**src/rtl/wb_src_select_reg_if.sv**
```systemverilog
// wb_src_select_reg_if
//   Bundles the request side and the registered write-back side of the
//   write-back source selector.
//   master : control/datapath side; drives sources, selector, request, stall, clear.
//   slave  : selector block; drives wb_data/wb_addr/wb_we and the error flag.
//   Signals:
//     src_bus      packed sources, channel i = src_bus[i*DATA_W +: DATA_W]
//     seletor      source select code
//     req_valid    write-back request this cycle
//     dest_addr    destination register address
//     stall        freeze request from control unit
//     err_clr      clears the sticky error
//     wb_data      registered selected data
//     wb_addr      registered destination address
//     wb_we        one-cycle register-file write strobe
//     bad_sel      sticky illegal-selector flag
//     bad_sel_code first illegal selector since the last clear
interface wb_src_select_reg_if #(
  parameter int unsigned DATA_W  = 32,
  parameter int unsigned NUM_SRC = 11,
  parameter int unsigned SEL_W   = 4,
  parameter int unsigned ADDR_W  = 5
);
  logic [NUM_SRC*DATA_W-1:0] src_bus;
  logic [SEL_W-1:0]          seletor;
  logic                      req_valid;
  logic [ADDR_W-1:0]         dest_addr;
  logic                      stall;
  logic                      err_clr;
  logic [DATA_W-1:0]         wb_data;
  logic [ADDR_W-1:0]         wb_addr;
  logic                      wb_we;
  logic                      bad_sel;
  logic [SEL_W-1:0]          bad_sel_code;

  modport master (
    output src_bus, seletor, req_valid, dest_addr, stall, err_clr,
    input  wb_data, wb_addr, wb_we, bad_sel, bad_sel_code
  );

  modport slave (
    input  src_bus, seletor, req_valid, dest_addr, stall, err_clr,
    output wb_data, wb_addr, wb_we, bad_sel, bad_sel_code
  );
endinterface

```
**src/rtl/wb_src_select_reg.sv**
```systemverilog
// wb_src_select_reg
//   Registered write-back source selector. Picks one of NUM_SRC source
//   channels, or the constant CONST_VAL when the selector equals CONST_SEL,
//   and registers it with the destination address. An accepted request
//   (req_valid & ~stall) with a legal code produces wb_we=1 for exactly one
//   cycle, one clock later. Illegal codes raise a sticky bad_sel flag that
//   keeps the first offending code until err_clr.
//   Ports:
//     clk    rising-edge clock
//     reset  synchronous, active-high reset
//     bus    wb_src_select_reg_if.slave (request in, write-back out)
//   All outputs come straight from flops.
module wb_src_select_reg #(
  parameter int unsigned DATA_W    = 32,
  parameter int unsigned NUM_SRC   = 11,
  parameter int unsigned SEL_W     = 4,
  parameter int unsigned CONST_SEL = 8,
  parameter int unsigned CONST_VAL = 227,
  parameter int unsigned ADDR_W    = 5
) (
  input logic                clk,
  input logic                reset,
  wb_src_select_reg_if.slave bus
);

  // Extra bit so NUM_SRC == 2**SEL_W still fits for the range compare.
  localparam logic [SEL_W:0]    NumSrcExt    = (SEL_W + 1)'(NUM_SRC);
  // A CONST_SEL outside the selector range can never match; without this
  // guard the truncated code would alias onto a real channel.
  localparam bit                ConstInRange = (CONST_SEL < (2 ** SEL_W));
  localparam logic [SEL_W-1:0]  ConstSelCode = SEL_W'(CONST_SEL);
  localparam logic [DATA_W-1:0] ConstData    = DATA_W'(CONST_VAL);

  logic [DATA_W-1:0] chan [NUM_SRC];

  for (genvar g = 0; g < NUM_SRC; g++) begin : g_chan
    assign chan[g] = bus.src_bus[g*DATA_W +: DATA_W];
  end

  logic              sel_is_const;
  logic              sel_in_range;
  logic              sel_legal;
  logic [DATA_W-1:0] chan_data;
  logic [DATA_W-1:0] sel_data;
  logic              accept;
  logic              wr_ok;
  logic              trap;

  always_comb begin
    sel_is_const = ConstInRange && (bus.seletor == ConstSelCode);
    sel_in_range = ({1'b0, bus.seletor} < NumSrcExt);
    sel_legal    = sel_is_const | sel_in_range;

    // Explicit compare mux keeps out-of-range codes from indexing past chan.
    chan_data = '0;
    for (int unsigned i = 0; i < NUM_SRC; i++) begin
      if ({1'b0, bus.seletor} == (SEL_W + 1)'(i)) begin
        chan_data = chan[i];
      end
    end

    // The constant shadows its channel when CONST_SEL < NUM_SRC.
    sel_data = sel_is_const ? ConstData : chan_data;

    accept = bus.req_valid & ~bus.stall;
    wr_ok  = accept & sel_legal;
    trap   = accept & ~sel_legal;
  end

  logic [DATA_W-1:0] wb_data_q, wb_data_d;
  logic [ADDR_W-1:0] wb_addr_q, wb_addr_d;
  logic              wb_we_q, wb_we_d;
  logic              bad_sel_q, bad_sel_d;
  logic [SEL_W-1:0]  bad_code_q, bad_code_d;

  always_comb begin
    wb_data_d  = wb_data_q;
    wb_addr_d  = wb_addr_q;
    wb_we_d    = wr_ok;
    bad_sel_d  = bad_sel_q;
    bad_code_d = bad_code_q;

    if (wr_ok) begin
      wb_data_d = sel_data;
      wb_addr_d = bus.dest_addr;
    end

    if (bus.err_clr) begin
      bad_sel_d  = 1'b0;
      bad_code_d = '0;
    end

    // A new trap beats a same-cycle clear; otherwise the first code sticks.
    if (trap) begin
      bad_sel_d = 1'b1;
      if (!bad_sel_q || bus.err_clr) begin
        bad_code_d = bus.seletor;
      end
    end
  end

  always_ff @(posedge clk) begin
    if (reset) begin
      wb_data_q  <= '0;
      wb_addr_q  <= '0;
      wb_we_q    <= 1'b0;
      bad_sel_q  <= 1'b0;
      bad_code_q <= '0;
    end else begin
      wb_data_q  <= wb_data_d;
      wb_addr_q  <= wb_addr_d;
      wb_we_q    <= wb_we_d;
      bad_sel_q  <= bad_sel_d;
      bad_code_q <= bad_code_d;
    end
  end

  assign bus.wb_data      = wb_data_q;
  assign bus.wb_addr      = wb_addr_q;
  assign bus.wb_we        = wb_we_q;
  assign bus.bad_sel      = bad_sel_q;
  assign bus.bad_sel_code = bad_code_q;

endmodule

```
**src/flat_wrapper.sv**
```systemverilog
// flat-port wrapper written by rule: the top's interface ports become plain ports
module wb_src_select_reg_flat 
#(
  parameter int unsigned DATA_W    = 32,
  parameter int unsigned NUM_SRC   = 11,
  parameter int unsigned SEL_W     = 4,
  parameter int unsigned CONST_SEL = 8,
  parameter int unsigned CONST_VAL = 227,
  parameter int unsigned ADDR_W    = 5
)
  (clk, reset, bus_src_bus, bus_seletor, bus_req_valid, bus_dest_addr, bus_stall, bus_err_clr, bus_wb_data, bus_wb_addr, bus_wb_we, bus_bad_sel, bus_bad_sel_code);
  wb_src_select_reg_if #(.DATA_W(DATA_W), .NUM_SRC(NUM_SRC), .SEL_W(SEL_W), .ADDR_W(ADDR_W)) bus_i ();
  input logic clk;
  input logic reset;
  input wire logic [$bits(bus_i.src_bus)-1:0] bus_src_bus;
  input wire logic [$bits(bus_i.seletor)-1:0] bus_seletor;
  input wire logic [$bits(bus_i.req_valid)-1:0] bus_req_valid;
  input wire logic [$bits(bus_i.dest_addr)-1:0] bus_dest_addr;
  input wire logic [$bits(bus_i.stall)-1:0] bus_stall;
  input wire logic [$bits(bus_i.err_clr)-1:0] bus_err_clr;
  output wire logic [$bits(bus_i.wb_data)-1:0] bus_wb_data;
  output wire logic [$bits(bus_i.wb_addr)-1:0] bus_wb_addr;
  output wire logic [$bits(bus_i.wb_we)-1:0] bus_wb_we;
  output wire logic [$bits(bus_i.bad_sel)-1:0] bus_bad_sel;
  output wire logic [$bits(bus_i.bad_sel_code)-1:0] bus_bad_sel_code;
  assign bus_i.src_bus = bus_src_bus;
  assign bus_i.seletor = bus_seletor;
  assign bus_i.req_valid = bus_req_valid;
  assign bus_i.dest_addr = bus_dest_addr;
  assign bus_i.stall = bus_stall;
  assign bus_i.err_clr = bus_err_clr;
  assign bus_wb_data = bus_i.wb_data;
  assign bus_wb_addr = bus_i.wb_addr;
  assign bus_wb_we = bus_i.wb_we;
  assign bus_bad_sel = bus_i.bad_sel;
  assign bus_bad_sel_code = bus_i.bad_sel_code;
  wb_src_select_reg #(.DATA_W(DATA_W), .NUM_SRC(NUM_SRC), .SEL_W(SEL_W), .CONST_SEL(CONST_SEL), .CONST_VAL(CONST_VAL), .ADDR_W(ADDR_W)) u_core (.clk(clk), .reset(reset), .bus(bus_i));
endmodule
```
**config.mk**
```make
export PLATFORM = sky130hd
export DESIGN_NAME = wb_src_select_reg_flat
export DESIGN_NICKNAME = d
export VERILOG_FILES = /design/src/rtl/wb_src_select_reg_if.sv /design/src/rtl/wb_src_select_reg.sv /design/src/flat_wrapper.sv
export SDC_FILE = /design/constraint.sdc
export NUM_CORES = 1
export LEC_CHECK = 0
export CORE_AREA = 5 5 155 157
export DETAILED_ROUTE_END_ITERATION = 8
export DIE_AREA = 0 0 160 162
export PLACE_DENSITY = 0.64
export SETUP_SLACK_MARGIN = 0.5
export SLEW_MARGIN = 20
export SYNTH_ARGS = -nofsm -noshare
export SYNTH_HDL_FRONTEND = slang
export SYNTH_SLANG_ARGS = --single-unit
```
**constraint.sdc**
```tcl
create_clock -name clk -period 4.4 [get_ports clk]
set_input_delay 0.44 -clock clk [delete_from_list [all_inputs] [get_ports clk]]
set_output_delay 0.44 -clock clk [all_outputs]
set_load 0.01 [all_outputs]
```
# Word level (Yosys, flattened, before mapping)
# Cells that the tools add are included.
# word_totals
reg_bits	43
inputBits	366
# classes
n_lt_le_gt_ge	1
n_eq_ne	10
n_mux	16
n_bitwise	6
reduce_logical	4
# ops
operator	count
32-bit 2-to-1 mux	11
4-bit by 3-bit == test with 1-bit output, second input constant	4
4-bit == test, second input constant	3
4-bit 2-to-1 mux	3
4-bit by 2-bit == test with 1-bit output, second input constant	2
4-bit by 1-bit == test with 1-bit output, second input constant	1
4-bit zero test	1
4-bit < comparator, second input constant	1
1-bit AND	3
1-bit 2-to-1 mux	2
1-bit inverter	2
2-bit nonzero test	1
1-bit zero test	1
1-bit logical OR	1
1-bit OR	1

# Longest topological paths before layout
# Gate-level depths: netlist of the first run.
# logic_depth
depth_word	12
ltp_mapped	8
mapped_depth_nobuf	5

# Worst setup path before layout of the first run
# Ideal clock, no wire load.
# synth_timing
kind	in2reg
start	in bus_seletor[2]
end	reg u_core.wb_data_q[11], in the netlist u_core.bus.wb_data[11]
setup_time_ps	117
arrival_time_ps	1581
t_required_ps	4283
path_slack_ps	2701
cell_stages	8
path_buffers	3
cell_sequence	buf_4 buf_6 buf_6 mux2i_1 o22ai_1 a21oi_1 o221ai_1 a32o_1
# synth_via
elab_chain_len	12
word_cells_on_any_way	25
cone_classes	1 x order compare; 10 x eq/ne; 11 x mux; 2 x bitwise; 1 x reduce/logical
# synth_lines
item	line	source
start, declared	flat_wrapper.sv:16	input wire logic [$bits(bus_i.seletor)-1:0] bus_seletor;
4-bit zero test	wb_src_select_reg.sv:57	if ({1'b0, bus.seletor} == (SEL_W + 1)'(i)) begin
32-bit 2-to-1 mux (10 in a row)	wb_src_select_reg.sv:57	
32-bit 2-to-1 mux	wb_src_select_reg.sv:63	sel_data = sel_is_const ? ConstData : chan_data;
end signal, assigned	wb_src_select_reg.sv:110	wb_data_q <= wb_data_d;
end, declared	wb_src_select_reg.sv:70	logic [DATA_W-1:0] wb_data_q, wb_data_d;
# Parallel ways exist; a longest one is shown, timed or not.
# A chain may end at the register's enable or synchronous reset.

# Worst setup path in the final report of the first run
# layout_timing
start	in bus_seletor[2]
end	reg u_core.wb_data_q[26], in the netlist u_core.bus.wb_data[26]
# Same word-level chain as after synthesis.

==> run_results.csv, run 1 <==
group,metric,value,unit
floorplan,die_area,25900,um2
yosys,synth_area,4550,um2
critical_path,crit_slowest_cell,"nor2b_4",
routing,vias,6161,
critical_path,critPathRequiredTime,4570,ps
status,run_status,"complete, no violations",
sta,setup_viol,0,
global_routing,antenna_found_initial,1,
floorplan,die_h,162,um
sta,max_freq,0.355,GHz
yosys,synth_edf_count,0,
sta,timing.setup.tns,0,ps
critical_path,crit_type,"in -> reg",
global_routing,grt_pass1_wl,42200,um
routing,avgViaCountPerCell,5.21,
clock_network,cts_resized,0,
critical_path,cp_cell_sequence,"buf_2, nor2b_4, nand2_1, o22ai_1, a21oi_1, o2bb2ai_1",
yosys,ys_ff_latch,43,
sta,rsz0062_at_grt,"false",
min_path,hp-class,"reg -> reg",
critical_path,path_delay_family,"simple AND/OR/NAND/NOR gates",
yosys,synth.net_count,932,
yosys,synth_flop_cell,"dfxtp_1",
final_layout,final_nets,1262,
routing,first_pass_iters,4,
clock_network,post_cts_buffers,0,
clock_network,cts.htree.levels,2,
critical_path,arrival,2980,ps
clock_network,cts_tree,"done",
global_routing,grt_util_all_layers,21.3,%
critical_path,ff2ff_setup_slack,3290,ps
clock_network,clockBufferDepth,2,
place,place_hpwl,23400,um
critical_path,critPathLaunchType,"input pin",
final_layout,n_antenna_cell,0,
clock_network,cts_inserted_buffers,5,
sta,fin_worst_skew,1.34,ps
sta,drv_slew,0,
routing,wire_per_inst,25.0,um
sta,fin_crit_sh,63.9,%
clock_network,clk_pin_slew,70,ps
floorplan,core_area,22400,um2
critical_path,critPathBufInv,1,
global_routing,grt_pass1_vias,6500,
final_layout,drive_above_1_share,7.25,%
critical_path,crit_cells,6,
global_routing,overflow,0,
clock_network,cts-root-buf,"clkbuf_16",
yosys,yosysWarnings,0,
critical_path,r2r_end,"u_core.bus.bad_sel_code[0]",
critical_path,crit_end,"u_core.bus.wb_data[26]",
critical_path,critPathMaxFanout,35,
final_layout,fin_util,38.1,%
sta,max_slew.worst_pin.slew,1160,ps
yosys,avgSynthCellArea,8.03,um2
floorplan,dieWidth,160,um
sta,period_minus_slack,2810,ps
sta,hold_violations,0,
yosys,netlist_instances,566,
routing,drc,0,
place,place_congestion,0.868,
sta,relSlewSlack,22.7,%
yosys,async_flop_share,0,%
clock_network,clock_sinks,43,
yosys,ys_types,63,
pwr,max-vdd-ir-drop,0.106,mV
routing,antenna_left,0,
routing,drt-total-wl,29600,um
clock_network,ctsHoldBuffers,0,
critical_path,slowest_delay,930,ps
flow_run,maxCapViolCount,0,
critical_path,r2r_cells,4,
floorplan,num_io_pins,409,
pwr,p_per_area,190,nW/um2
place,io_buffer_count,376,
critical_path,cp-end-kind,"flop",
critical_path,timing.rr.start,"u_core.bus.bad_sel",
floorplan,initial_core_util,20.3,%
routing,drtIter0Drc,333,
yosys,seq_area_frac_synth,18.9,%
floorplan,placement_rows,55,
global_routing,grt_max_degree,43,
pwr,total_leakage_power,3.08,nW
final_layout,synthToLayoutAreaGrowth,87.6,%
clock_network,clock_latency,290,ps
critical_path,startpoint,"bus_seletor[2]",
power breakdown:
part / leakage, nW / internal, mW / switching [mW]
combinational: 2.64 / 0.414 / 0.291
sequential: 0.349 / 0.405 / 0.00886
clock: 0.0911 / 0.326 / 0.173
total: 3.08 / 1.15 / 0.473
routing by layer:
layer	track usage [%]	wire, um	share of wire [%]
met5	0	13	0.044
met4	5.98	804	2.7
met3	6.22	2550	8.6
met2	40.0	15000	51
met1	23.4	11200	38
worst min path at each step:
stage	from	endpoint	slack, ps	cells after the start
4_1_cts	u_core.bus.wb_addr[2]	u_core.bus.wb_addr[2]	460	2
6_report	u_core.bus.wb_addr[2]	u_core.bus.wb_addr[2]	460	2
2_1_floorplan	u_core.bus.wb_addr[0]	u_core.bus.wb_addr[0]	480	2
3_5_place_dp	u_core.bus.wb_addr[3]	u_core.bus.wb_addr[3]	450	2
5_1_grt	u_core.bus.bad_sel_code[2]	u_core.bus.bad_sel_code[2]	490	2
3_3_place_gp	u_core.bus.wb_data[10]	u_core.bus.wb_data[10]	450	2
flip-flops by register name, summed over array words and instances (netlist names):
name,count
u_core.bus.wb_data,32
u_core.bus.wb_we,1
u_core.bus.bad_sel_code,4
u_core.bus.bad_sel,1
u_core.bus.wb_addr,5
synthesized netlist by cell type, drive strengths merged (5+ instances only):
cell	instances	area share, %
buf	58	8.6
a21oi	51	5.6
nand2	51	4.3
o22ai	47	6.5
dfxtp	43	19
mux2i	37	8.1
o21ai	30	3.3
nor2	23	2.2
a22oi	21	3.5
a31oi	20	2.8
o221ai	17	3.3
a32o	15	3.3
a21o	14	2.3
a22o	14	2.7
mux2	12	3.1
a221oi	11	2.4
clkbuf	8	0.66
nor2b	8	1.3
mux4	7	3.5
o2bb2ai	7	1.3
nand2b	6	0.99
a211oi	5	0.83
a32oi	5	0.96
inv	5	0.41
nand3	5	0.55
o211ai	5	0.83
placed cells by master, fill, tap and decap left out, types with 5 or more instances in the layout:
master,netlist,final
clkdlybuf4s50_1,0,372
nand2b_1,5,5
buf_4,15,14
mux2i_1,37,37
mux4_2,7,7
mux2_2,10,10
o22ai_1,47,47
a32o_1,15,15
o221ai_1,17,17
o21ai_0,29,29
a32oi_1,5,5
a221oi_1,9,9
nand2_1,50,50
a22oi_1,21,21
o211ai_1,5,5
nand3_1,5,5
a31oi_1,20,20
a211oi_1,5,5
dfxtp_1,43,43
clkbuf_16,0,5
a21o_1,14,14
a21oi_1,51,51
o2bb2ai_1,7,7
nor2_1,20,20
a22o_1,14,14
tightest hold or removal path, cell delays in order (launching register included):
cell and delay (ps):
dfxtp_1 310, nand2_1 50, a21oi_1 50
through the flow:
| step | setup slack [ps] | hold slack (ps) | total power [mW] | area, um2 | std cells |
|---|---|---|---|---|---|
| detailed placement | 1250 | 452 | 1.13 | 8340 | 1174 |
| finish | 1590 | 461 | 1.62 | 8530 | 1182 |
| CTS | 1540 | 463 | 1.64 | 8530 | 1182 |
| global placement | 1280 | 445 | 1.13 | 8340 | 1174 |
| global route | 1400 | 486 | 1.69 | 8530 | 1182 |
| floorplan | 2700 | 481 | 0.703 | 4550 | 566 |
layout make-up:
cell class                 count  area (um2)
sequential                    43         861
inverter                       5        18.8
fill                        2314       13800
multi-input combinational    452        3260
tap                          285         357
clock inverter                 2        60.1
timing repair buffer         389        3840
clock buffer                   6         129
logic make-up (layout without fill, tap and decap cells):
| group | after synthesis | in the layout | share of synthesized area, % |
|---|---|---|---|
| AOI/OAI and AO/OA | 281 | 281 | 43.3 |
| and+or+nand+nor | 114 | 114 | 13.1 |
| buffers and inverters | 71 | 402 | 9.71 |
| muxes | 56 | 56 | 14.7 |
| DFF | 43 | 43 | 18.9 |
| xor gates and xnor gates | 1 | 1 | 0.193 |
(Power assumes the default switching activity.)
==> inputs of run 2 (changes only) <==
--- a/config.mk
+++ b/config.mk
@@ -5,10 +5,10 @@
 export SDC_FILE = /design/constraint.sdc
 export NUM_CORES = 1
 export LEC_CHECK = 0
-export CORE_AREA = 5 5 155 157
+export CORE_AREA = 5 5 156 158
 export DETAILED_ROUTE_END_ITERATION = 8
-export DIE_AREA = 0 0 160 162
-export PLACE_DENSITY = 0.64
+export DIE_AREA = 0 0 161 163
+export PLACE_DENSITY = 0.65
 export SETUP_SLACK_MARGIN = 0.5
 export SLEW_MARGIN = 20
 export SYNTH_ARGS = -nofsm -noshare
==> constraint.sdc (replaced) <==
create_clock -name clk -period 2.4 [get_ports clk]
set_input_delay 0.24 -clock clk [delete_from_list [all_inputs] [get_ports clk]]
set_output_delay 0.24 -clock clk [all_outputs]
set_load 0.01 [all_outputs]
==> run_results.csv, run 2 (synthesis results as in run 1) <==
group,metric,value,unit
pwr,p_sw_share,28.8,%
pwr,switchingPower,0.868,mW
place,io_buffer_count,376,
sta,timing.setup.tns,0,ps
sta,relSlewSlack,49.5,%
critical_path,startpoint,"bus_seletor[1]",
critical_path,crit_slowest_cell,"buf_4",
global_routing,grt_util_all_layers,20.6,%
sta,rsz0062_at_grt,"false",
status,run_status,"complete, no violations",
routing,drtIter0Drc,374,
routing,wire_per_inst,23.6,um
critical_path,cp_cell_sequence,"buf_4, buf_6, or3b_4, o22ai_1, a21oi_1, o221ai_1, a32o_1",
clock_network,cts_tree,"done",
clock_network,clockBufferDepth,2,
pwr,total_leakage_power,3.27,nW
routing,vias,6261,
global_routing,grt_max_degree,54,
pwr,p_clk_share,30.0,%
clock_network,cts-root-buf,"clkbuf_16",
sta,fin_worst_skew,1.71,ps
critical_path,slowest_delay,330,ps
final_layout,final_nets,1292,
min_path,hold_start,"u_core.bus.wb_addr[3]",
final_layout,mostFrequentLayoutCell,"clkdlybuf4s50_1",
clock_network,cts_inserted_buffers,5,
place,dpl_cell_area,8680,um2
clock_network,cts_resized,2,
critical_path,crit_type,"in -> reg",
global_routing,grt_pass1_wl,41000,um
global_routing,grt_pass1_vias,6655,
final_layout,fillers,2393,
place,place_congestion,0.829,
critical_path,crit_end,"u_core.bus.wb_data[8]",
pwr,max-vdd-ir-drop,0.221,mV
critical_path,cp-end-kind,"flop",
clock_network,clock_latency,290,ps
critical_path,arrival,1980,ps
routing,antenna_left,0,
place,place_hpwl,23600,um
sta,max_freq,0.554,GHz
routing,drt-total-wl,28700,um
critical_path,r2r_cells,4,
critical_path,critPathLaunchType,"input pin",
floorplan,num_io_pins,409,
critical_path,r2r_end,"u_core.bus.bad_sel_code[1]",
floorplan,core_area,23000,um2
final_layout,largest_register_ffs,32,
pwr,internal-power,2.15,mW
global_routing,overflow,0,
routing,first_pass_iters,5,
critical_path,timing.rr.start,"u_core.bus.bad_sel",
final_layout,fin_area,8880,um2
sta,fin_crit_sh,75.2,%
sta,max_slew.worst_pin.slew,755,ps
clock_network,clk_pin_slew,70,ps
sta,hold_violations,0,
pwr,p_per_area,340,nW/um2
pwr,p_seq_share,25.1,%
floorplan,initial_core_util,19.8,%
floorplan,dieWidth,161,um
clock_network,cts.htree.levels,2,
critical_path,ff2ff_setup_slack,1320,ps
clock_network,clock_sinks,43,
floorplan,die_area,26200,um2
global_routing,antenna_found_initial,4,
final_layout,drive_above_1_share,10.2,%
final_layout,layout_common_cells,"372 x clkdlybuf4s50_1, 51 x a21oi_1, 50 x nand2_1",
sta,setup_viol,0,
floorplan,placement_rows,56,
clock_network,ctsHoldBuffers,0,
critical_path,critPathMaxFanout,22,
clock_network,post_cts_buffers,0,
final_layout,n_antenna_cell,0,
sta,period_minus_slack,1810,ps
routing,drc,0,
routing,avgViaCountPerCell,5.14,
sta,drv_slew,0,
pwr,combPwrFrac,44.8,%
min_path,hp-class,"reg -> reg",
floorplan,die_h,163,um
flow_run,maxCapViolCount,0,
critical_path,critPathRequiredTime,2580,ps
final_layout,synthToLayoutAreaGrowth,95.2,%
==> run 2: changes by cell type in the layout (fill, tap and decap cells not counted), sizes merged <==
cell / change
buf: +29
dlygate4sd2: +1
==> run 2: critical path, delay by kind of cell <==
kind | cells | cell delay (ps)
AOI/OAI and AO/OA | 4 | 890
buffers and inverters | 2 | 590
and+or+nand+nor | 1 | 250
==> run 2: worst min path at each step <==
stage	to	slack, ps	cells past startpoint
after floorplan	u_core.bus.wb_addr[0]	380	2
after global placement	u_core.bus.wb_data[10]	440	2
after detailed placement	u_core.bus.wb_data[10]	450	2
after CTS	u_core.bus.wb_data[10]	460	2
after global routing	u_core.bus.wb_addr[1]	480	2
final	u_core.bus.wb_addr[3]	460	2
==> run 2: power groups by stage <==
stage / Combinational [mW] / Clock [mW] / Sequential (mW)
floorplan: 0.503 / 0 / 0.787
global placement: 1.35 / 0 / 0.774
detailed placement: 1.36 / 0 / 0.775
CTS: 1.36 / 0.926 / 0.758
global route: 1.44 / 0.954 / 0.761
finish: 1.35 / 0.907 / 0.758
==> run 2: cell type report <==
class                           instances  area, um2  area share, %
Clock buffer                            6        129           1.45
Clock inverter                          2       60.1          0.677
Inverter                                5       18.8          0.211
Multi-Input combinational cell        452       3280           37.0
Sequential cell                        43        861           9.70
Tap cell                              290        363           4.09
Timing Repair Buffer                  419       4160           46.9
==> run 2: layer usage <==
layer	share of wire [%]	GRT usage [%]	vias up	wire length (um)
met1	38	22.0	2901	10800
met4	1.7	3.64	8	486
met3	8.2	6.05	30	2340
met5	0.18	0	-	53
met2	52	40.3	334	15000
li1	-	-	2988	-
==> run 2: per-stage QoR <==
stage          setup slack, ps  hold WS [ps]  utilization (%)  total power, mW  std cells
2_1_floorplan              901           376                -             1.29        566
3_3_place_gp              59.5           443             37.7             2.13       1209
3_5_place_dp              9.98           447             37.8             2.13       1209
4_1_cts                    573           463             38.6             3.05       1217
5_1_grt                    501           481             38.6             3.16       1217
6_report                   595           458             38.6             3.02       1217
